### src/rtl/branch_cond_ctrl.sv
// Conditional branch resolver: owns the NZCV flag register, tracks in-flight flag writers,
// and stalls a single branch until flags are stable before issuing a redirect.
module branch_cond_ctrl #(
  parameter int unsigned ADDR_W = 32,
  parameter int unsigned PEND_W = 2,
  parameter int unsigned CNT_W  = 16
) (
  input  logic              clk,
  input  logic              rst_n,
  input  logic              flag_issue,
  output logic              flag_issue_ready,
  input  logic              flag_wr_valid,
  input  logic [3:0]        flag_wr_nzcv,
  input  logic              br_valid,
  output logic              br_ready,
  input  logic [3:0]        br_condition,
  input  logic [ADDR_W-1:0] br_pc,
  input  logic [ADDR_W-1:0] br_offset,
  input  logic              flush,
  output logic              resolve_valid,
  output logic              resolve_taken,
  output logic [ADDR_W-1:0] redirect_pc,
  output logic [3:0]        flags_nzcv,
  output logic [CNT_W-1:0]  taken_count,
  output logic              pend_err
);

  localparam logic [1:0] StIdle    = 2'd0;
  localparam logic [1:0] StWait    = 2'd1;
  localparam logic [1:0] StResolve = 2'd2;

  localparam logic [PEND_W-1:0] PendMax = '1;
  localparam logic [ADDR_W-1:0] InstrBytes = ADDR_W'(4);

  logic [1:0]        state_q, state_d;
  logic [3:0]        flags_q, flags_d;
  logic [PEND_W-1:0] pend_q, pend_d;
  logic              err_q, err_d;
  logic [3:0]        cond_q, cond_d;
  logic [ADDR_W-1:0] pc_q, pc_d;
  logic [ADDR_W-1:0] off_q, off_d;
  logic              eval_taken_q, eval_taken_d;
  logic [ADDR_W-1:0] eval_pc_q, eval_pc_d;
  logic              out_taken_q, out_taken_d;
  logic [ADDR_W-1:0] out_pc_q, out_pc_d;
  logic [CNT_W-1:0]  cnt_q, cnt_d;
  logic              cond_hit;
  logic              resolving;

  function automatic logic cond_eval(input logic [3:0] cc, input logic [3:0] f);
    logic n, z, c, v;
    {n, z, c, v} = f;
    case (cc)
      4'd0:    cond_eval = z;
      4'd1:    cond_eval = !z;
      4'd2:    cond_eval = c;
      4'd3:    cond_eval = !c;
      4'd4:    cond_eval = n;
      4'd5:    cond_eval = !n;
      4'd6:    cond_eval = v;
      4'd7:    cond_eval = !v;
      4'd8:    cond_eval = c & !z;
      4'd9:    cond_eval = !c | z;
      4'd10:   cond_eval = (n == v);
      4'd11:   cond_eval = (n != v);
      4'd12:   cond_eval = !z & (n == v);
      4'd13:   cond_eval = z | (n != v);
      4'd14:   cond_eval = 1'b1;
      default: cond_eval = 1'b0;
    endcase
  endfunction

  assign cond_hit  = cond_eval(cond_q, flags_q);
  // A flush landing in the resolve cycle cancels the pulse and leaves held outputs untouched.
  assign resolving = (state_q == StResolve) && !flush;

  always_comb begin
    flags_d = flag_wr_valid ? flag_wr_nzcv : flags_q;
    err_d   = err_q | (flag_wr_valid && (pend_q == '0)) | (flag_issue && (pend_q == PendMax));
    pend_d  = pend_q;
    if (flag_issue && !flag_wr_valid && (pend_q != PendMax)) begin
      pend_d = pend_q + PEND_W'(1);
    end else if (flag_wr_valid && !flag_issue && (pend_q != '0)) begin
      pend_d = pend_q - PEND_W'(1);
    end
  end

  always_comb begin
    state_d      = state_q;
    cond_d       = cond_q;
    pc_d         = pc_q;
    off_d        = off_q;
    eval_taken_d = eval_taken_q;
    eval_pc_d    = eval_pc_q;
    out_taken_d  = out_taken_q;
    out_pc_d     = out_pc_q;
    cnt_d        = cnt_q;
    case (state_q)
      StIdle: begin
        if (br_valid && !flush) begin
          cond_d  = br_condition;
          pc_d    = br_pc;
          off_d   = br_offset;
          state_d = StWait;
        end
      end
      StWait: begin
        if (flush) begin
          state_d = StIdle;
        end else if (pend_q == '0) begin
          eval_taken_d = cond_hit;
          eval_pc_d    = cond_hit ? (pc_q + off_q) : (pc_q + InstrBytes);
          state_d      = StResolve;
        end
      end
      StResolve: begin
        state_d = StIdle;
        if (!flush) begin
          out_taken_d = eval_taken_q;
          out_pc_d    = eval_pc_q;
          if (eval_taken_q && (cnt_q != '1)) begin
            cnt_d = cnt_q + CNT_W'(1);
          end
        end
      end
      default: state_d = StIdle;
    endcase
  end

  always_ff @(posedge clk or negedge rst_n) begin
    if (!rst_n) begin
      state_q      <= StIdle;
      flags_q      <= '0;
      pend_q       <= '0;
      err_q        <= 1'b0;
      cond_q       <= '0;
      pc_q         <= '0;
      off_q        <= '0;
      eval_taken_q <= 1'b0;
      eval_pc_q    <= '0;
      out_taken_q  <= 1'b0;
      out_pc_q     <= '0;
      cnt_q        <= '0;
    end else begin
      state_q      <= state_d;
      flags_q      <= flags_d;
      pend_q       <= pend_d;
      err_q        <= err_d;
      cond_q       <= cond_d;
      pc_q         <= pc_d;
      off_q        <= off_d;
      eval_taken_q <= eval_taken_d;
      eval_pc_q    <= eval_pc_d;
      out_taken_q  <= out_taken_d;
      out_pc_q     <= out_pc_d;
      cnt_q        <= cnt_d;
    end
  end

  assign flag_issue_ready = (pend_q != PendMax);
  assign br_ready         = (state_q == StIdle) && !flush;
  assign resolve_valid    = resolving;
  assign resolve_taken    = resolving ? eval_taken_q : out_taken_q;
  assign redirect_pc      = resolving ? eval_pc_q : out_pc_q;
  assign flags_nzcv       = flags_q;
  assign taken_count      = cnt_q;
  assign pend_err         = err_q;

endmodule
### config.mk
export PLATFORM = sky130hd
export DESIGN_NAME = branch_cond_ctrl
export DESIGN_NICKNAME = d
export VERILOG_FILES = /design/src/rtl/branch_cond_ctrl.sv
export SDC_FILE = /design/constraint.sdc
export NUM_CORES = 1
export LEC_CHECK = 0
export BUFFER_PORTS_ARGS = -buffer_cell sky130_fd_sc_hd__buf_2
export CAP_MARGIN = 10
export CORE_AREA = 2 2 188 190
export CTS_BUF_LIST = sky130_fd_sc_hd__clkbuf_16
export DETAILED_ROUTE_END_ITERATION = 16
export DIE_AREA = 0 0 190 192
export SLEW_MARGIN = 20
export SYNTH_ARGS = -nofsm -noshare
export SYNTH_HDL_FRONTEND = slang
export SYNTH_SLANG_ARGS = --single-unit
### constraint.sdc
create_clock -name clk -period 2.6 [get_ports clk]
set_input_delay 0.26 -clock clk [delete_from_list [all_inputs] [get_ports clk]]
set_output_delay 0.26 -clock clk [all_outputs]
set_load 0.01 [all_outputs]
# Word-level counts from Yosys, hierarchy flattened
# Index checks and enable logic that the tools add are counted.
# W data, S select, Z words.
[classes] reduce_logical=27 add_sub_neg=5 n_mux=10 eq_ne=23 bitwise=7
[ops] op="$mux W32" n=2
[ops] op="$add A32 B3 Y32 const B" n=1
[ops] op="$add A32 B32 Y32" n=1
[ops] op="$eq A4 B4 Y1 const B" n=7
[ops] op="$add A16 B1 Y16 const B" n=1
[ops] op="$eq A4 B3 Y1 const B" n=4
[ops] op="$ne A16 B16 Y1 const B" n=1
[ops] op="$pmux W1 S15" n=1
[ops] op="$logic_and A1 B1 Y1" n=10
[ops] op="$mux W2" n=5
[ops] op="$eq A4 B2 Y1 const B" n=2
[ops] op="$logic_not A1 Y1" n=7
[ops] op="$reduce_and A2 Y1" n=3
[ops] op="$reduce_and A3 Y1" n=2
[ops] op="$eq A2 B2 Y1 const B" n=2
[ops] op="$eq A4 B1 Y1 const B" n=1
[ops] op="$logic_not A2 Y1" n=2
[ops] op="$logic_not A4 Y1" n=1
[ops] op="$ne A2 B2 Y1 const B" n=2
[ops] op="$or A1 B1 Y1" n=4
[ops] op="$pmux W2 S2" n=1
[ops] op="$reduce_bool A2 Y1" n=2
[ops] op="$ne A3 B3 Y1 const B" n=1
[ops] op="$add A2 B1 Y2 const B" n=1
[ops] op="7 further kinds" n=8
[totals] reg_bits=159 output_inout_bits=57 word_cells=84 input_bits=78

# Logic depth before layout (Yosys ltp)
# Gate-level depths: netlist of run 1.
[logic_depth] depth_word=5 ltp_mapped=11 ltp_nobuf=11

# Least setup slack after synthesis of run 1
# OpenSTA, ideal clock, no wires.
[synth_path] kind="reg-to-reg" start="reg pc_q[0]" end="reg eval_pc_q[30]" path_stages_with_launch=12 arrival_time_ns=2.405 path_slack_ns=0.057 cell_sequence="dfrtp_1 ha_1 fa_1 a21oi_1 o211ai_2 nand3_1 nor2_1 a211oi_1 o21ai_1 a31oi_1 xor2_1 o221ai_1"
[synth_between] elab_chain_cells=2 elab_cells_between_ends=3 classes_between="add/sub (2); mux (1)"
[synth_rtl] item="start, declared" line="40" source="logic [ADDR_W-1:0] pc_q, pc_d;"
[synth_rtl] item="start signal, assigned" line="150" source="pc_q <= pc_d;"
[synth_rtl] item="$add A32 B3 Y32 or $add A32 B32 Y32 (tied branches)" line="112" source="eval_pc_d = cond_hit ? (pc_q + off_q) : (pc_q + InstrBytes);"
[synth_rtl] item="$mux W32 *" line="112"
[synth_rtl] item="end signal, assigned" line="153" source="eval_pc_q <= eval_pc_d;"
[synth_rtl] item="end, declared" line="43" source="logic [ADDR_W-1:0] eval_pc_q, eval_pc_d;"
# Every way passes the cells marked *; elsewhere a longest branch is shown, timed or not.
# A chain may end at the register's enable or synchronous reset.

# Worst setup path in the final report of run 1
[layout_path] start="reg off_q[6]" end="reg eval_pc_q[24]"
[layout_between] elab_chain_cells=2
[layout_rtl] item="start, declared" line="41" source="logic [ADDR_W-1:0] off_q, off_d;"
[layout_rtl] item="start signal, assigned" line="138" source="off_q <= '0;"
[layout_rtl] item="start signal, assigned" line="151" source="off_q <= off_d;"
[layout_rtl] item="$add A32 B32 Y32" line="112"
[layout_rtl] item="$mux W32" line="112"
# Every way passes these cells.

==> impl_metrics.json, run 1 <==
{
  "post_synth.cell_area_avg_sq_um": 10.8,
  "maxSlewViolCount": 0,
  "max_clock_freq_ghz": 0.398,
  "wl_per_cell_microns": 15.5,
  "setup_viol": 0,
  "place.gp.congestion": 0.873,
  "maxCapViolations": 0,
  "dr.first_iter.drc_count": 254,
  "fin_ws_ns": 0.0886,
  "postRouteAntennaNets": 0,
  "first_global_vias": 6394,
  "place_hpwl_microns": 17200,
  "post-route-min-period_ns": 2.51,
  "ctsLongestPathBuffers": 2,
  "tightestPinTransition_ns": 0.528,
  "fp-row-count": 68,
  "clkSlewWorstSetupHoldPaths_ns": 0.07,
  "yosysSeqAreaShare": 0.467,
  "synth-main-ff-cell": "dfrtp_1",
  "layout_common_cells": "158 x dfrtp_1, 133 x buf_2, 103 x mux2_2",
  "all_layer_global_routing_usage": 0.126,
  "largest_net_degree_at_the_start_of_global_routing": 64,
  "required_ns": 2.93,
  "skew_ns": 0.0126,
  "timing_hold_violations_final": 0,
  "worstSkewPairLatency_ns": 0.43,
  "worst_hold_startpoint": "br_condition[1]",
  "top_level_ports": 135,
  "num-nets-final": 1095,
  "core_area_sq_um": 34300,
  "vdd_drop_max_uv": 486,
  "drc": 0,
  "floorplan.initialDensity": 0.248,
  "syn2layout_area_growth_pct": 28.6,
  "cts.root.buffer_cell": "clkbuf_16",
  "outcome": "completed",
  "antenna_found_initial": 7,
  "worst-endpoint-arrival_ns": 2.84,
  "hold-path-endpoint": "cond_q[1]$_DFFE_PN0P_",
  "fin_setup_tns_ns": 0,
  "placement.io_buffers": 134,
  "detailroute.via_count": 6491,
  "synthCells": 788,
  "cts_made_buffers": 17,
  "crit_type": "flip-flop to flip-flop",
  "placement_stage_worst_setup_slack_ns": -0.0680,
  "place_area_sq_um": 10200,
  "layout.cell_area.non_filler_sq_um": 10900,
  "regToRegEndpoint": "eval_pc_q[24]$_DFFE_PN0P_",
  "rr_worst_depth": 11,
  "die-area_sq_um": 36500,
  "synth_area_sq_um": 8510,
  "first_pass_grt_wire_length_microns": 35400,
  "async_reset_ff_frac": 1.00,
  "power.total_mw": 11.8,
  "leakagePower_nw": 5.03,
  "final_layout_size_suffix_gt1_frac": 0.386,
  "cts_tree": "built",
  "min_path_cells": 3,
  "detailedRoute.firstPassIterationCount": 4,
  "clock_sinks": 159,
  "synth_cell_types": 63,
  "clock_tree.htree_level_count": 4,
  "rrSetupSlack_ns": 0.09,
  "hold_class": "primary input to flip-flop",
  "start_kind": "flip-flop",
  "power_per_standard_cell_area_nw_per_um2": 1080,
  "critical_path.endpoint_type": "flip-flop",
  "largest_fanout_of_any_net_on_the_critical_path": 5,
  "final_common_cell": "dfrtp_1",
  "yosys_register_bits": 159,
  "postCtsSetupRepairBufs": 0,
  "n_antenna_cell": 0,
  "relSlewSlack": 0.648,
  "synth.net_count": 900,
  "number_of_enable_flip_flop_cells_after_synthesis": 0,
  "r2r_start": "off_q[6]$_DFFE_PN0P_",
  "timing.final.crit_share": 0.966,
  "global_route.overflow_total": 0,
  "floorplan.die.width_microns": 190,
  "dieHeight_microns": 192,
  "viasPerCell": 4.47,
  "wl_microns": 22500,
  "yosys_warnings": 0
}
==> registers in the layout, summed over array words and instances, names as in the netlist <==
register,count
eval_pc_q,32
flags_nzcv,4
off_q,32
out_pc_q,32
eval_taken_q,1
pc_q,32
cond_q,4
out_taken_q,1
taken_count,16
pend_q,2
pend_err,1
state_q,2
==> layout make-up <==
type	instances	area (sq um)
Fill cell	3530	23300
Timing Repair Buffer	203	1220
Sequential cell	159	3980
Multi-Input combinational cell	588	4560
Tap cell	455	569
Clock inverter	15	136
Clock buffer	17	425
Inverter	14	52.6
==> power by group <==
part           internal [mW]  total [mW]  switching [mW]
sequential              3.21        3.73           0.519
clock                   1.33        2.43            1.10
combinational           2.70        5.64            2.94
total                   7.24        11.8            4.57
==> routing by layer <==
| layer | up-vias | wire length (microns) | track usage |
|---|---|---|---|
| met5 | - | 66 | 0 |
| met4 | 10 | 295 | 0.0385 |
| met3 | 29 | 1170 | 0.0336 |
| met2 | 132 | 10300 | 0.196 |
| met1 | 3117 | 10700 | 0.169 |
| li1 | 3203 | - | - |
==> worst max-delay path by stage <==
stage | from | to
2_1_floorplan | pc_q[0]$_DFFE_PN0P_ | eval_pc_q[30]$_DFFE_PN0P_
3_3_place_gp | pc_q[0]$_DFFE_PN0P_ | eval_pc_q[16]$_DFFE_PN0P_
3_5_place_dp | pc_q[0]$_DFFE_PN0P_ | eval_pc_q[16]$_DFFE_PN0P_
4_1_cts | pc_q[0]$_DFFE_PN0P_ | eval_pc_q[13]$_DFFE_PN0P_
5_1_grt | off_q[6]$_DFFE_PN0P_ | eval_pc_q[24]$_DFFE_PN0P_
6_report | off_q[6]$_DFFE_PN0P_ | eval_pc_q[24]$_DFFE_PN0P_
==> cells by family after synthesis <==
| family | Yosys count | synth area share |
|---|---|---|
| and+or+nand+nor | 203 | 0.118 |
| AOI/OAI and AO/OA | 168 | 0.123 |
| DFF | 159 | 0.467 |
| muxes | 112 | 0.147 |
| xor gates and xnor gates | 71 | 0.0731 |
| buffers and inverters | 41 | 0.0206 |
| adders and majority gates | 34 | 0.0509 |
==> worst max-delay path: stages (launching register included) <==
cell	delay, ns
dfrtp_1	0.42
ha_4	0.32
o21ai_0	0.12
a21oi_2	0.21
nand3_2	0.11
buf_4	0.17
o2111ai_4	0.26
nand4_4	0.16
a311oi_2	0.32
xnor2_1	0.15
o21ai_1	0.07
o21a_1	0.10
==> synth_stat cells (all sizes together) (3+ instances only) <==
cell type,instances,area (sq um)
ha,33,413
o22ai,3,18.8
dfrtp,159,3980
and4,4,35.0
o21ai,61,309
o21bai,3,22.5
mux2i,9,90.1
buf,7,46.3
a31oi,4,31.3
or3,4,26.3
xnor2,42,368
and2,6,37.5
clkbuf,20,76.3
o211ai,3,46.3
xor2,29,254
nand2,85,322
a211oi,4,35.0
nor2b,6,37.5
inv,13,48.8
nand4,14,100
o21a,4,30.0
a21o,15,113
and3,13,86.3
nor3,7,35.0
nor2,34,130
mux2,103,1160
a21oi,56,288
nand3,20,100
==> stage by stage <==
step	instances	utilization	hold slack, ns
final	1451	0.319	0.0387
after CTS	1451	0.314	0.0202
after global placement	1418	0.297	0.259
after floorplan	788	-	-0.0356
after global routing	1451	0.319	0.0186
after detailed placement	1418	0.297	0.262
==> repair_timing <==
item / in CTS / in global routing
hold endpoints to repair: 53 / 0
cloned: 0 / 0
pin swaps: 2 / 9
setup endpoints to repair: 6 / 15
gates resized for setup: 6 / 32
hold buffers: 1 / 0
Note: power is estimated with default switching activity, not from simulation.
==> run 2, diff against run 1 <==
--- a/config.mk
+++ b/config.mk
@@ -11,6 +11,7 @@
 export CTS_BUF_LIST = sky130_fd_sc_hd__clkbuf_16
 export DETAILED_ROUTE_END_ITERATION = 16
 export DIE_AREA = 0 0 190 192
+export REMOVE_ABC_BUFFERS = 1
 export SLEW_MARGIN = 20
 export SYNTH_ARGS = -nofsm -noshare
 export SYNTH_HDL_FRONTEND = slang
==> constraint.sdc (replaced) <==
create_clock -name clk -period 2.6 [get_ports clk]
set_input_delay 0.26 -clock clk [delete_from_list [all_inputs] [get_ports clk]]
set_output_delay 0.26 -clock clk [all_outputs]
set_load 0.02 [all_outputs]
==> run 2 against run 1 <==
Largest cell class unchanged. Combinational power rose by 6.0%. Sequential share of layout area fell by 0.35 points. Flip-flop and latch count did not move. First-iteration DRC count fell by 9.4%. Non-clock buffer count rose by 12. Critical path type unchanged. Via count rose by 1.2%. Worst setup slack improved by 0.023 ns. Cell area rose by 0.93%. Core utilization rose by 0.30 points.
==> impl_metrics.json, run 2 (same netlist as run 1, synthesis figures left out) <==
{
  "die-area_sq_um": 36500,
  "place_hpwl_microns": 17300,
  "hold_slack_ns": 0.0390,
  "num-nets-final": 1107,
  "timing.final.crit_share": 0.957,
  "floorplan.die.width_microns": 190,
  "detailedRoute.firstPassIterationCount": 4,
  "max_clock_freq_ghz": 0.402,
  "layout_common_cells": "159 x dfrtp_1, 133 x buf_2, 103 x mux2_2",
  "wl_per_cell_microns": 15.5,
  "first_pass_grt_wire_length_microns": 35900,
  "power.switching_mw": 4.65,
  "internal_power_mw": 7.38,
  "skew_ns": 0.00932,
  "antenna_found_initial": 4,
  "critical_path.endpoint_type": "flip-flop",
  "place.gp.congestion": 0.851,
  "relSlewSlack": 0.569,
  "syn2layout_area_growth_pct": 29.8,
  "hold_class": "primary input to flip-flop",
  "worst-endpoint-arrival_ns": 2.85,
  "start_kind": "flip-flop",
  "sequentialPowerShare": 0.306,
  "post-route-min-period_ns": 2.49,
  "floorplan.initialDensity": 0.248,
  "all_layer_global_routing_usage": 0.126,
  "global_route.overflow_total": 0,
  "critPathSlowestCell": "dfrtp_1",
  "crit_type": "flip-flop to flip-flop",
  "clock_sinks": 159,
  "maxCapViolations": 0,
  "setup_viol": 0,
  "switching_share": 0.387,
  "cts_made_buffers": 17,
  "critPathBufInv": 1,
  "tightestPinTransition_ns": 0.647,
  "top_level_ports": 135,
  "worstSkewPairLatency_ns": 0.43,
  "timing_hold_violations_final": 0,
  "fp-row-count": 68,
  "final_common_cell": "dfrtp_1",
  "clock_power_share": 0.197,
  "worst_path_dominant_cell_family": "compound AO/OA/AOI/OAI gates",
  "ctsLongestPathBuffers": 2,
  "dr.first_iter.drc_count": 230,
  "cts_tree": "built",
  "largest_net_degree_at_the_start_of_global_routing": 63,
  "leakagePower_nw": 5.13,
  "clock_tree.htree_level_count": 4,
  "cp_slowest_stage_delay_ns": 0.39,
  "final_core_util": 0.322,
  "final_layout_size_suffix_gt1_frac": 0.385,
  "postRouteAntennaNets": 0,
  "detailroute.via_count": 6569,
  "grt_setup_unrepaired": "true",
  "outcome": "completed",
  "maxSlewViolCount": 0,
  "required_ns": 2.96,
  "num-fill-cells": 3498,
  "viasPerCell": 4.49,
  "cts.root.buffer_cell": "clkbuf_16",
  "drc": 0,
  "power_frac_comb": 0.497,
  "first_global_vias": 6669,
  "dieHeight_microns": 192,
  "placement.io_buffers": 134,
  "clkSlewWorstSetupHoldPaths_ns": 0.07,
  "power_per_standard_cell_area_nw_per_um2": 1090,
  "vdd_drop_max_uv": 476,
  "largest_fanout_of_any_net_on_the_critical_path": 3,
  "core_area_sq_um": 34300,
  "timing.critical_path.cells": "ha_1, a211oi_2, buf_4, o31ai_4, o211ai_2, nand3b_4, o211ai_4, o21ai_2, xnor2_1, or4_1, nand3_1",
  "wl_microns": 22600
}
## run 2: cell types whose count changed in the layout (fill, tap and decap cells not counted), sizes merged
cell,before,now
clkinv,7,8
bufinv,1,2
buf,202,214
diode,0,1
clkinvlp,4,0
## run 2: final timing paths
kind,slack (ns),cells after the start,from,end
max,0.11,11,pc_q[1]$_DFFE_PN0P_,eval_pc_q[31]$_DFFE_PN0P_
min,0.04,3,br_condition[0],cond_q[0]$_DFFE_PN0P_
max reg2reg,0.11,11,pc_q[1]$_DFFE_PN0P_,eval_pc_q[31]$_DFFE_PN0P_
min reg2reg,0.46,1,pend_err$_DFF_PN0_,pend_err$_DFF_PN0_
max in group asynchronous,1.46,3,rst_n,out_pc_q[13]$_DFFE_PN0P_
min in group asynchronous,0.39,2,rst_n,off_q[6]$_DFFE_PN0P_
## run 2: power by group through the flow
stage / registers, mW / logic [mW] / clock network [mW]
after global routing: 3.78 / 6.61 / 2.56
after detailed placement: 3.72 / 5.66 / 0
after CTS: 3.68 / 5.75 / 2.45
final: 3.68 / 5.98 / 2.37
after floorplan: 3.64 / 3.63 / 0
after global placement: 3.68 / 5.61 / 0
## run 2: what timing repair did
item                                    in CTS  in global routing
buffers inserted                             0                  3
hold buffers                                 1                  0
pin swaps                                    4                 12
resized for setup                            7                 31
endpoints found under the setup margin       9                 19
endpoints found under the hold margin       60                  0
## run 2: area by class of cell
class / count / area (sq um) / area share
multi-input combinational: 588 / 4540 / 0.411
sequential: 159 / 3980 / 0.360
timing repair buffer: 215 / 1370 / 0.124
tap: 455 / 569 / 0.0515
clock buffer: 17 / 425 / 0.0385
clock inverter: 13 / 110 / 0.00997
inverter: 14 / 52.6 / 0.00476
antenna: 1 / 2.50 / 0.000227
## run 2: tightest hold or removal path, stage by stage
cell and delay [ns]:
buf_2 0.07, nand2_1 0.04, o21ai_0 0.06
## run 2: through the flow
| step | power, mW | instance area [sq um] | std cells | setup WS (ns) | TNS [ns] |
|---|---|---|---|---|---|
| finish | 12.0 | 11000 | 1462 | 0.111 | 0 |
| global route | 13.0 | 11000 | 1461 | -0.0217 | -0.0477 |
| CTS | 11.9 | 10900 | 1458 | 0.0107 | 0 |
| detailed placement | 9.39 | 10300 | 1427 | -0.161 | -0.584 |
| global placement | 9.30 | 10300 | 1427 | -0.0860 | -0.232 |
| floorplan | 7.27 | 8390 | 761 | -0.650 | -61.38 |
## run 2: routing by layer
layer	part of all wire	global-route usage	vias up
met5	0.0013	0	-
met4	0.020	0.0474	6
met3	0.041	0.0301	33
met2	0.46	0.203	117
met1	0.47	0.164	3180
li1	-	-	3233
==> run 3, diff against run 2 <==
--- a/config.mk
+++ b/config.mk
@@ -7,11 +7,12 @@
 export LEC_CHECK = 0
 export BUFFER_PORTS_ARGS = -buffer_cell sky130_fd_sc_hd__buf_2
 export CAP_MARGIN = 10
-export CORE_AREA = 2 2 188 190
+export CORE_AREA = 2 2 143 250
 export CTS_BUF_LIST = sky130_fd_sc_hd__clkbuf_16
 export DETAILED_ROUTE_END_ITERATION = 16
-export DIE_AREA = 0 0 190 192
+export DIE_AREA = 0 0 145 252
 export REMOVE_ABC_BUFFERS = 1
+export SETUP_SLACK_MARGIN = 0.5
 export SLEW_MARGIN = 20
 export SYNTH_ARGS = -nofsm -noshare
 export SYNTH_HDL_FRONTEND = slang
==> run 3 against run 2 <==
Clock power grew 13%. Combinational power rose by 33%. Critical path depth is 1 higher. First-iteration DRC count decreased by 16%. Largest power group unchanged. Core utilization up 4.3 points.
==> impl_metrics.json, run 3 (same netlist as run 1, synthesis figures left out) <==
{
  "outcome": "completed",
  "critPathSlowestCell": "dfrtp_1",
  "clkSlewWorstSetupHoldPaths_ns": 0.07,
  "rrSetupSlack_ns": 0.13,
  "floorplan.die.width_microns": 145,
  "power_per_standard_cell_area_nw_per_um2": 1150,
  "n_antenna_cell": 0,
  "place.gp.congestion": 0.877,
  "wl_microns": 26200,
  "worst-endpoint-arrival_ns": 2.82,
  "max_clock_freq_ghz": 0.404,
  "detailedRoute.firstPassIterationCount": 4,
  "clock_sinks": 159,
  "grt_setup_unrepaired": "true",
  "relSlewSlack": 0.613,
  "rr_worst_depth": 12,
  "clock_tree.htree_level_count": 4,
  "maxCapViolations": 0,
  "timing.final.crit_share": 0.951,
  "crit_top_cell": "buf_4",
  "dieHeight_microns": 252,
  "num-fill-cells": 3348,
  "fp-row-count": 90,
  "floorplan.initialDensity": 0.248,
  "regToRegEndpoint": "eval_pc_q[17]$_DFFE_PN0P_",
  "r2r_start": "off_q[1]$_DFFE_PN0P_",
  "cts.root.buffer_cell": "clkbuf_16",
  "timing_hold_violations_final": 0,
  "detailroute.via_count": 6982,
  "multi_input_logic_area_sq_um": 4970,
  "first_pass_grt_wire_length_microns": 40800,
  "drc": 0,
  "skew_ns": 0.00886,
  "largest_net_degree_at_the_start_of_global_routing": 71,
  "hold_slack_ns": 0.0361,
  "ctsLongestPathBuffers": 2,
  "placement.io_buffers": 134,
  "final_common_cell": "dfrtp_1",
  "setup_viol": 0,
  "area.sequential_sq_um": 3980,
  "viasPerCell": 4.55,
  "largest_fanout_of_any_net_on_the_critical_path": 2,
  "placement_stage_worst_setup_slack_ns": -0.126,
  "core_area_sq_um": 34300,
  "cp_slowest_stage_delay_ns": 0.42,
  "antenna_found_initial": 0,
  "fin_ws_ns": 0.126,
  "worstSkewPairLatency_ns": 0.44,
  "postRouteAntennaNets": 0,
  "dr.first_iter.drc_count": 194,
  "hold_class": "primary input to flip-flop",
  "start_kind": "flip-flop",
  "leakagePower_nw": 5.68,
  "post-route-min-period_ns": 2.47,
  "first_global_vias": 7366,
  "timing.critical_path.cells": "ha_4, a211oi_2, buf_4, o31ai_4, buf_4, o21ai_4, a21oi_4, or2_2, a21boi_2, xor2_1, o21ai_1, o21a_1",
  "die-area_sq_um": 36500,
  "origin_of_the_worst_setup_path": "off_q[1]$_DFFE_PN0P_",
  "global_route.overflow_total": 0,
  "tightestPinTransition_ns": 0.580,
  "num-nets-final": 1174,
  "vdd_drop_max_uv": 416,
  "critical_path.endpoint_type": "flip-flop",
  "required_ns": 2.94,
  "crit_path_end": "eval_pc_q[17]$_DFFE_PN0P_",
  "crit_type": "flip-flop to flip-flop",
  "critPathBufInv": 2,
  "syn2layout_area_growth_pct": 47.2,
  "maxSlewViolCount": 0,
  "final_layout_size_suffix_gt1_frac": 0.475,
  "fin_setup_tns_ns": 0,
  "worst-path-stages": 12,
  "worst_path_dominant_cell_family": "compound AO/OA/AOI/OAI gates",
  "final_core_util": 0.365,
  "top_level_ports": 135,
  "cts_tree": "built",
  "place_hpwl_microns": 18000,
  "all_layer_global_routing_usage": 0.145,
  "wl_per_cell_microns": 17.1,
  "layout_common_cells": "157 x dfrtp_1, 109 x buf_4, 100 x buf_2",
  "cts_made_buffers": 17
}
[run 3: cell types whose count changed in the layout (fill, tap and decap cells not counted), sizes merged]
cell	change
buf	+67
clkinv	-6
inv	+4
clkinvlp	+3
bufinv	+1
diode	-1
[run 3: repair_timing]
| item | 4_1_cts | 5_1_grt |
|---|---|---|
| pin swaps | 58 | 29 |
| endpoints found under the setup margin | 68 | 73 |
| hold buffers | 1 | 0 |
| buffers inserted | 35 | 23 |
| hold endpoints to repair | 56 | 0 |
| gates resized for setup | 190 | 78 |
| cloned | 7 | 0 |
[run 3: tightest hold or removal path: stages]
cell and delay (ns):
buf_2 0.08, nand2_1 0.04, o21ai_0 0.06
[run 3: how the worst min path moves through the flow]
stage               startpoint               endpoint  slack, ns  depth (start not counted)
2_1_floorplan            rst_n  cond_q[0]$_DFFE_PN0P_      -0.04                          0
3_3_place_gp             rst_n   off_q[6]$_DFFE_PN0P_       0.28                          1
3_5_place_dp             rst_n   off_q[5]$_DFFE_PN0P_       0.28                          1
4_1_cts        br_condition[0]  cond_q[0]$_DFFE_PN0P_       0.01                          3
5_1_grt          br_offset[12]  off_q[12]$_DFFE_PN0P_       0.04                          2
6_report       br_condition[0]  cond_q[0]$_DFFE_PN0P_       0.04                          3
[run 3: final cells by class]
class | count | area share
Tap cell | 460 | 0.0459
Timing Repair Buffer | 282 | 0.186
Sequential cell | 159 | 0.318
Clock buffer | 17 | 0.0339
Multi-Input combinational cell | 588 | 0.396
Inverter | 14 | 0.00419
Clock inverter | 15 | 0.0155
[run 3: where the power goes]
part           total (mW)  internal, mW  switching, mW  leakage, nW
registers            3.76          3.22          0.545         1.99
logic                7.98          4.13           3.85         3.39
clock network        2.68          1.54           1.14        0.295
total                14.4          8.89           5.54         5.68
[run 3: metal layers]
layer	up-vias	global-route usage	wire, microns
met5	-	0	0
met1	3394	0.148	9700
met3	63	0.0226	762
li1	3375	-	-
met2	150	0.279	14600
met4	0	0.0786	1150
[run 3: through the flow]
step	std cells	area (sq um)	power [mW]
3_3_place_gp	1437	10300	9.41
4_1_cts	1512	12100	13.8
5_1_grt	1535	12500	15.3
3_5_place_dp	1437	10300	9.50
6_report	1535	12500	14.4
2_1_floorplan	761	8390	7.27
